==> src/rtl/cpu_debug_ctrl.sv <==
// rtl/cpu_debug_ctrl.sv - host-driven CPU debug sequencer: clock-enable gating, breakpoint, bus snapshot readout
module cpu_debug_ctrl #(
    parameter int RST_CYCLES = 4,
    parameter int BP_TIMEOUT = 1000000
) (
    input  logic        clk,
    input  logic        rst,
    input  logic        rx_valid,
    input  logic [7:0]  rx_data,
    output logic        tx_valid,
    output logic [7:0]  tx_data,
    input  logic        tx_ready,
    output logic        cpu_clk_en,
    output logic        cpu_rst,
    output logic        halted,
    input  logic [31:0] bus_addr,
    input  logic [31:0] bus_rdata,
    input  logic [31:0] bus_wdata
);

    localparam int RCW = (RST_CYCLES < 2) ? 1 : $clog2(RST_CYCLES + 1);

    typedef enum logic [2:0] {
        S_IDLE, S_RESET, S_STEP, S_RUN, S_BP_LOAD, S_SEND
    } state_t;

    state_t          state, next_state;
    logic [RCW-1:0]  rst_cnt;
    logic [31:0]     tmo_cnt;
    logic [1:0]      byte_idx;
    logic [31:0]     buffer;
    logic [31:0]     shadow;
    logic [31:0]     bp_addr;
    logic            bp_en;
    logic            first;
    logic            hit;

    // first suppresses the match on the opening RUN cycle so RUN can leave a breakpoint
    assign hit = (state == S_RUN) && bp_en && (bus_addr == bp_addr) && !first;

    always_ff @(posedge clk) begin
        if (rst) begin
            state <= S_IDLE;
        end else begin
            state <= next_state;
        end
    end

    always_comb begin
        next_state = state;
        case (state)
            S_IDLE: begin
                if (rx_valid) begin
                    case (rx_data)
                        8'h01:               next_state = S_RESET;
                        8'h02:               next_state = S_STEP;
                        8'h03, 8'h04, 8'h05: next_state = S_SEND;
                        8'h06:               next_state = S_RUN;
                        8'h08:               next_state = S_BP_LOAD;
                        default:             next_state = S_IDLE;
                    endcase
                end
            end
            S_RESET: begin
                if (rst_cnt == RCW'(RST_CYCLES - 1)) next_state = S_IDLE;
            end
            S_STEP:  next_state = S_IDLE;
            S_RUN: begin
                if (hit || (rx_valid && rx_data == 8'h07)) next_state = S_IDLE;
            end
            S_BP_LOAD: begin
                if (rx_valid) begin
                    if (byte_idx == 2'd3) next_state = S_IDLE;
                end else if (tmo_cnt == 32'(BP_TIMEOUT)) begin
                    next_state = S_IDLE;
                end
            end
            S_SEND: begin
                if (tx_ready && byte_idx == 2'd3) next_state = S_IDLE;
            end
            default: next_state = S_IDLE;
        endcase
    end

    always_ff @(posedge clk) begin
        if (rst) begin
            rst_cnt  <= '0;
            tmo_cnt  <= 32'd0;
            byte_idx <= 2'd0;
            buffer   <= 32'd0;
            shadow   <= 32'd0;
            bp_addr  <= 32'd0;
            bp_en    <= 1'b0;
            first    <= 1'b0;
        end else begin
            case (state)
                S_IDLE: begin
                    rst_cnt  <= '0;
                    tmo_cnt  <= 32'd0;
                    byte_idx <= 2'd0;
                    first    <= 1'b1;
                    if (rx_valid) begin
                        case (rx_data)
                            8'h03:   buffer <= bus_addr;
                            8'h04:   buffer <= bus_rdata;
                            8'h05:   buffer <= bus_wdata;
                            8'h09:   bp_en  <= 1'b0;
                            default: ;
                        endcase
                    end
                end
                S_RESET: rst_cnt <= rst_cnt + RCW'(1);
                S_RUN:   first   <= 1'b0;
                S_BP_LOAD: begin
                    if (rx_valid) begin
                        tmo_cnt  <= 32'd0;
                        byte_idx <= byte_idx + 2'd1;
                        case (byte_idx)
                            2'd0: shadow[7:0]   <= rx_data;
                            2'd1: shadow[15:8]  <= rx_data;
                            2'd2: shadow[23:16] <= rx_data;
                            default: begin
                                shadow[31:24] <= rx_data;
                                bp_addr       <= {rx_data, shadow[23:0]};
                                bp_en         <= 1'b1;
                            end
                        endcase
                    end else begin
                        tmo_cnt <= tmo_cnt + 32'd1;
                    end
                end
                S_SEND: begin
                    if (tx_ready) byte_idx <= byte_idx + 2'd1;
                end
                default: ;
            endcase
        end
    end

    always_comb begin
        cpu_clk_en = (state == S_STEP) || (state == S_RESET) || ((state == S_RUN) && !hit);
        cpu_rst    = (state == S_RESET);
        halted     = (state == S_IDLE);
        tx_valid   = (state == S_SEND);
        tx_data    = 8'h00;
        if (state == S_SEND) begin
            case (byte_idx)
                2'd0:    tx_data = buffer[7:0];
                2'd1:    tx_data = buffer[15:8];
                2'd2:    tx_data = buffer[23:16];
                default: tx_data = buffer[31:24];
            endcase
        end
    end

endmodule

==> config.mk <==
export PLATFORM = sky130hd
export DESIGN_NAME = cpu_debug_ctrl
export DESIGN_NICKNAME = d
export VERILOG_FILES = /design/src/rtl/cpu_debug_ctrl.sv
export SDC_FILE = /design/constraint.sdc
export NUM_CORES = 1
export LEC_CHECK = 0
export CAP_MARGIN = 10
export CORE_ASPECT_RATIO = 0.9
export CORE_MARGIN = 10
export CORE_UTILIZATION = 58
export CTS_CLUSTER_SIZE = 25
export DETAILED_ROUTE_END_ITERATION = 10
export PLACE_DENSITY_LB_ADDON = 0.2
export SYNTH_ARGS = -nofsm -noshare
export SYNTH_HDL_FRONTEND = slang
export SYNTH_SLANG_ARGS = --single-unit
==> constraint.sdc <==
create_clock -name clk -period 3.7 [get_ports clk]
set_clock_uncertainty 0.2 [all_clocks]
set_input_delay 0.37 -clock clk [delete_from_list [all_inputs] [get_ports clk]]
set_output_delay 0.37 -clock clk [all_outputs]
set_load 0.02 [all_outputs]
==> metrics.yaml <==
status:
  status: "complete, no violations"
detailed_routing:
  wirelength_mm: 22.7
  ant_nets: 0
  vias: 7012
  wl_per_cell_um: 20.1
  dr.pass1.iters: 8
  viasPerCell: 6.20
  drtIter0Drc: 991
  drc_errors: 0
cells_and_area:
  nets: 1074
  fin_cells: 1131
  drive_gt1_share_pct: 11.6
  final_util_pct: 74.2
  n_antenna_cell: 0
  synthToLayoutAreaGrowth_pct: 25.5
critical_path:
  cp-end-kind: "output port"
  crit_end: "tx_data[2]"
  crit_path_start_kind: "flip-flop"
  crit_chain: "inv_1 > ha_1 > a222oi_1 > nor2_1 > a21oi_1 > nor2_1 > clkdlybuf4s50_1"
  rr_startpoint: "tmo_cnt[0]"
  critPathMaxFanout: 9
  r2r_slack_ns: 0.87
  worstSetupPathType: "flip-flop to output port"
  critPathLaunch: "byte_idx[0]"
  cp_slowest_cell: "a222oi_1"
  r2r-end: "tmo_cnt[22]"
  worst_ep_arrival_time_ns: 2.83
  cpPeakStageDelay_ns: 0.63
  ff2ff_path_depth: 7
  worstPathRequired_ns: 3.13
  cpMostUsedCell: "nor2_1"
placement:
  gp_congestion: 0.968
  hpwl_mm: 15.9
  dp_cells: 1099
  io_buffer_count: 119
sta:
  rsz0062_at_grt: "false"
  fin_crit_sh_pct: 91.8
  finalSetupViolCount: 0
  fmax_mhz: 294
  slew_headroom_pct: 23.2
  hold_viol: 0
  setup-tns-final_ns: 0
  finalHoldWorstSlack_ns: 0.187
  fin_crit_ns: 3.40
  slew_viol_final: 0
  worstMarginPinSlew_ns: 1.15
global_route:
  grt_pass1_wl_mm: 36.2
  grt_util_all_layers_pct: 26.3
  grt-ovfl-total: 0
  grt_max_degree: 79
  grt_pass1_vias: 6698
  antenna_found_initial: 0
clock_tree:
  cts_resized: 0
  cts_buffer_depth: 2
  cts-root-buf: "clkbuf_16"
  cts_hold_buf: 0
  path_clk_slew_ns: 0.06
  cts_setup_buffers: 0
  cts.sinks: 130
  cts_tree: "done"
  cts_max_level: 4
  numCtsBuffers: 17
  clk_latency_ns: 0.43
synthesis:
  synth_top_area_share_pct: 36.8
  syn_inst: 877
  synth-main-ff-cell: "dfxtp_1"
  synth_fp_nets: 993
  synth_area_leaders: "dfxtp_1 (37%), nand2_1 (9.5%), a21oi_1 (6.9%), o211ai_2 (5.1%), mux2i_1 (5.1%)"
  yosysWarningCount: 0
  ys_seq_elements: 130
  yosysMostFrequentCell: "nand2_1"
  syn_avg_cell_area_um2: 8.07
  synth_cell_types: 56
  synth_edf_count: 0
  yosysSeqAreaShare_pct: 36.8
  ys_async_sr_fraction_pct: 0
  synth_area_um2: 7080
  yosysTopAreaCell: "dfxtp_1"
  synth.top_cells.by_count: "nand2_1 (180), dfxtp_1 (130), a21oi_1 (98)"
power_and_ir_drop:
  p_leak_nw: 2.86
  cellPowerDensity_nw_per_um2: 393
  ir_worst_vdd_mv: 0.324
floorplanning:
  start_util_pct: 59.1
  fp.dieW_um: 136
  die_y_um: 125
  io_pins: 120
  core_um2: 12000
  die_area_um2: 17000
  rows: 38
worst_hold_path:
  min_path_type: "primary input to flip-flop"
  min_from: "rx_data[0]"
run:
  drv_cap: 0
[worst min-delay path by stage]
stage / to / slack [ns] / cells past startpoint
floorplan: bp_addr[0] / 0.23 / 2
global placement: bp_addr[11] / 0.24 / 2
detailed placement: bp_addr[4] / 0.24 / 2
CTS: bp_addr[24] / 0.17 / 3
global route: shadow[16] / 0.22 / 3
finish: bp_addr[24] / 0.19 / 3
[state kept, by name (all words and copies together), names as in the netlist]
register	count
shadow	24
buffer	32
byte_idx	2
first	1
bp_en	1
state	3
bp_addr	32
tmo_cnt	32
rst_cnt	3
[through the flow]
step | power (mW) | area, µm² | setup WS (ns)
floorplan | 1.53 | 7080 | 1.49
global placement | 1.68 | 8250 | 0.547
detailed placement | 1.68 | 8250 | 0.553
CTS | 3.49 | 8890 | 0.329
global route | 3.58 | 8890 | 0.223
finish | 3.50 | 8890 | 0.302
[kinds of logic after synthesis]
group,share of synthesized area (%)
AOI/OAI and AO/OA,24.0
xor gates and xnor gates,3.96
and+or+nand+nor,23.1
DFF,36.8
adders and majority gates,1.41
buffers and inverters,5.62
muxes,5.09
[critical path, delay by kind of cell, from the launching register on]
family | cells | cell delay [ns]
and+or+nand+nor | 2 | 0.13
DFF | 1 | 0.43
AOI/OAI and AO/OA | 2 | 0.78
buffers and inverters | 2 | 0.67
adders and majority gates | 1 | 0.39
[final cells by class]
cell class	instances	area, µm²
clock inverters	14	211
clock buffers	18	429
repair buffers	134	1320
inverters	11	41.3
flip-flops and latches	130	2600
well taps	160	200
fillers	888	3100
multi-input cells	664	4080
[power by group]
part	switching (mW)	internal (mW)	total, mW
Clock	0.647	1.19	1.84
Sequential	0.00247	1.40	1.40
Combinational	0.113	0.139	0.252
[cells in the final DEF (no fill, tap or decap), drive strengths merged, types with 4 or more instances in the layout]
master         instances
a21oi                127
a222oi                 8
a311oi                10
a31oi                 10
and3                  10
and4                   4
buf                   17
bufinv                 5
clkbuf                18
clkdlybuf4s50        117
clkinv                 6
dfxtp                130
ha                     8
inv                   12
mux2i                 36
nand2                180
nand2b                 5
nand3                 39
nand3b                 5
nand4                 17
nand4b                 4
nor2                  49
nor3                  11
nor4                   7
nor4b                  5
o211ai                32
o21ai                 32
xnor2                 26
xor2                   6
[metal layers]
metal | vias up | wire length [µm] | share of wire [%] | global-route usage (%)
li1 | 3290 | - | - | -
met1 | 3282 | 9350 | 41 | 34.6
met2 | 387 | 10600 | 47 | 40.5
met3 | 53 | 2130 | 9.4 | 6.33
met4 | 0 | 646 | 2.8 | 10.0
met5 | - | 0 | 0 | 0
Power figures use the tool's default switching activity.
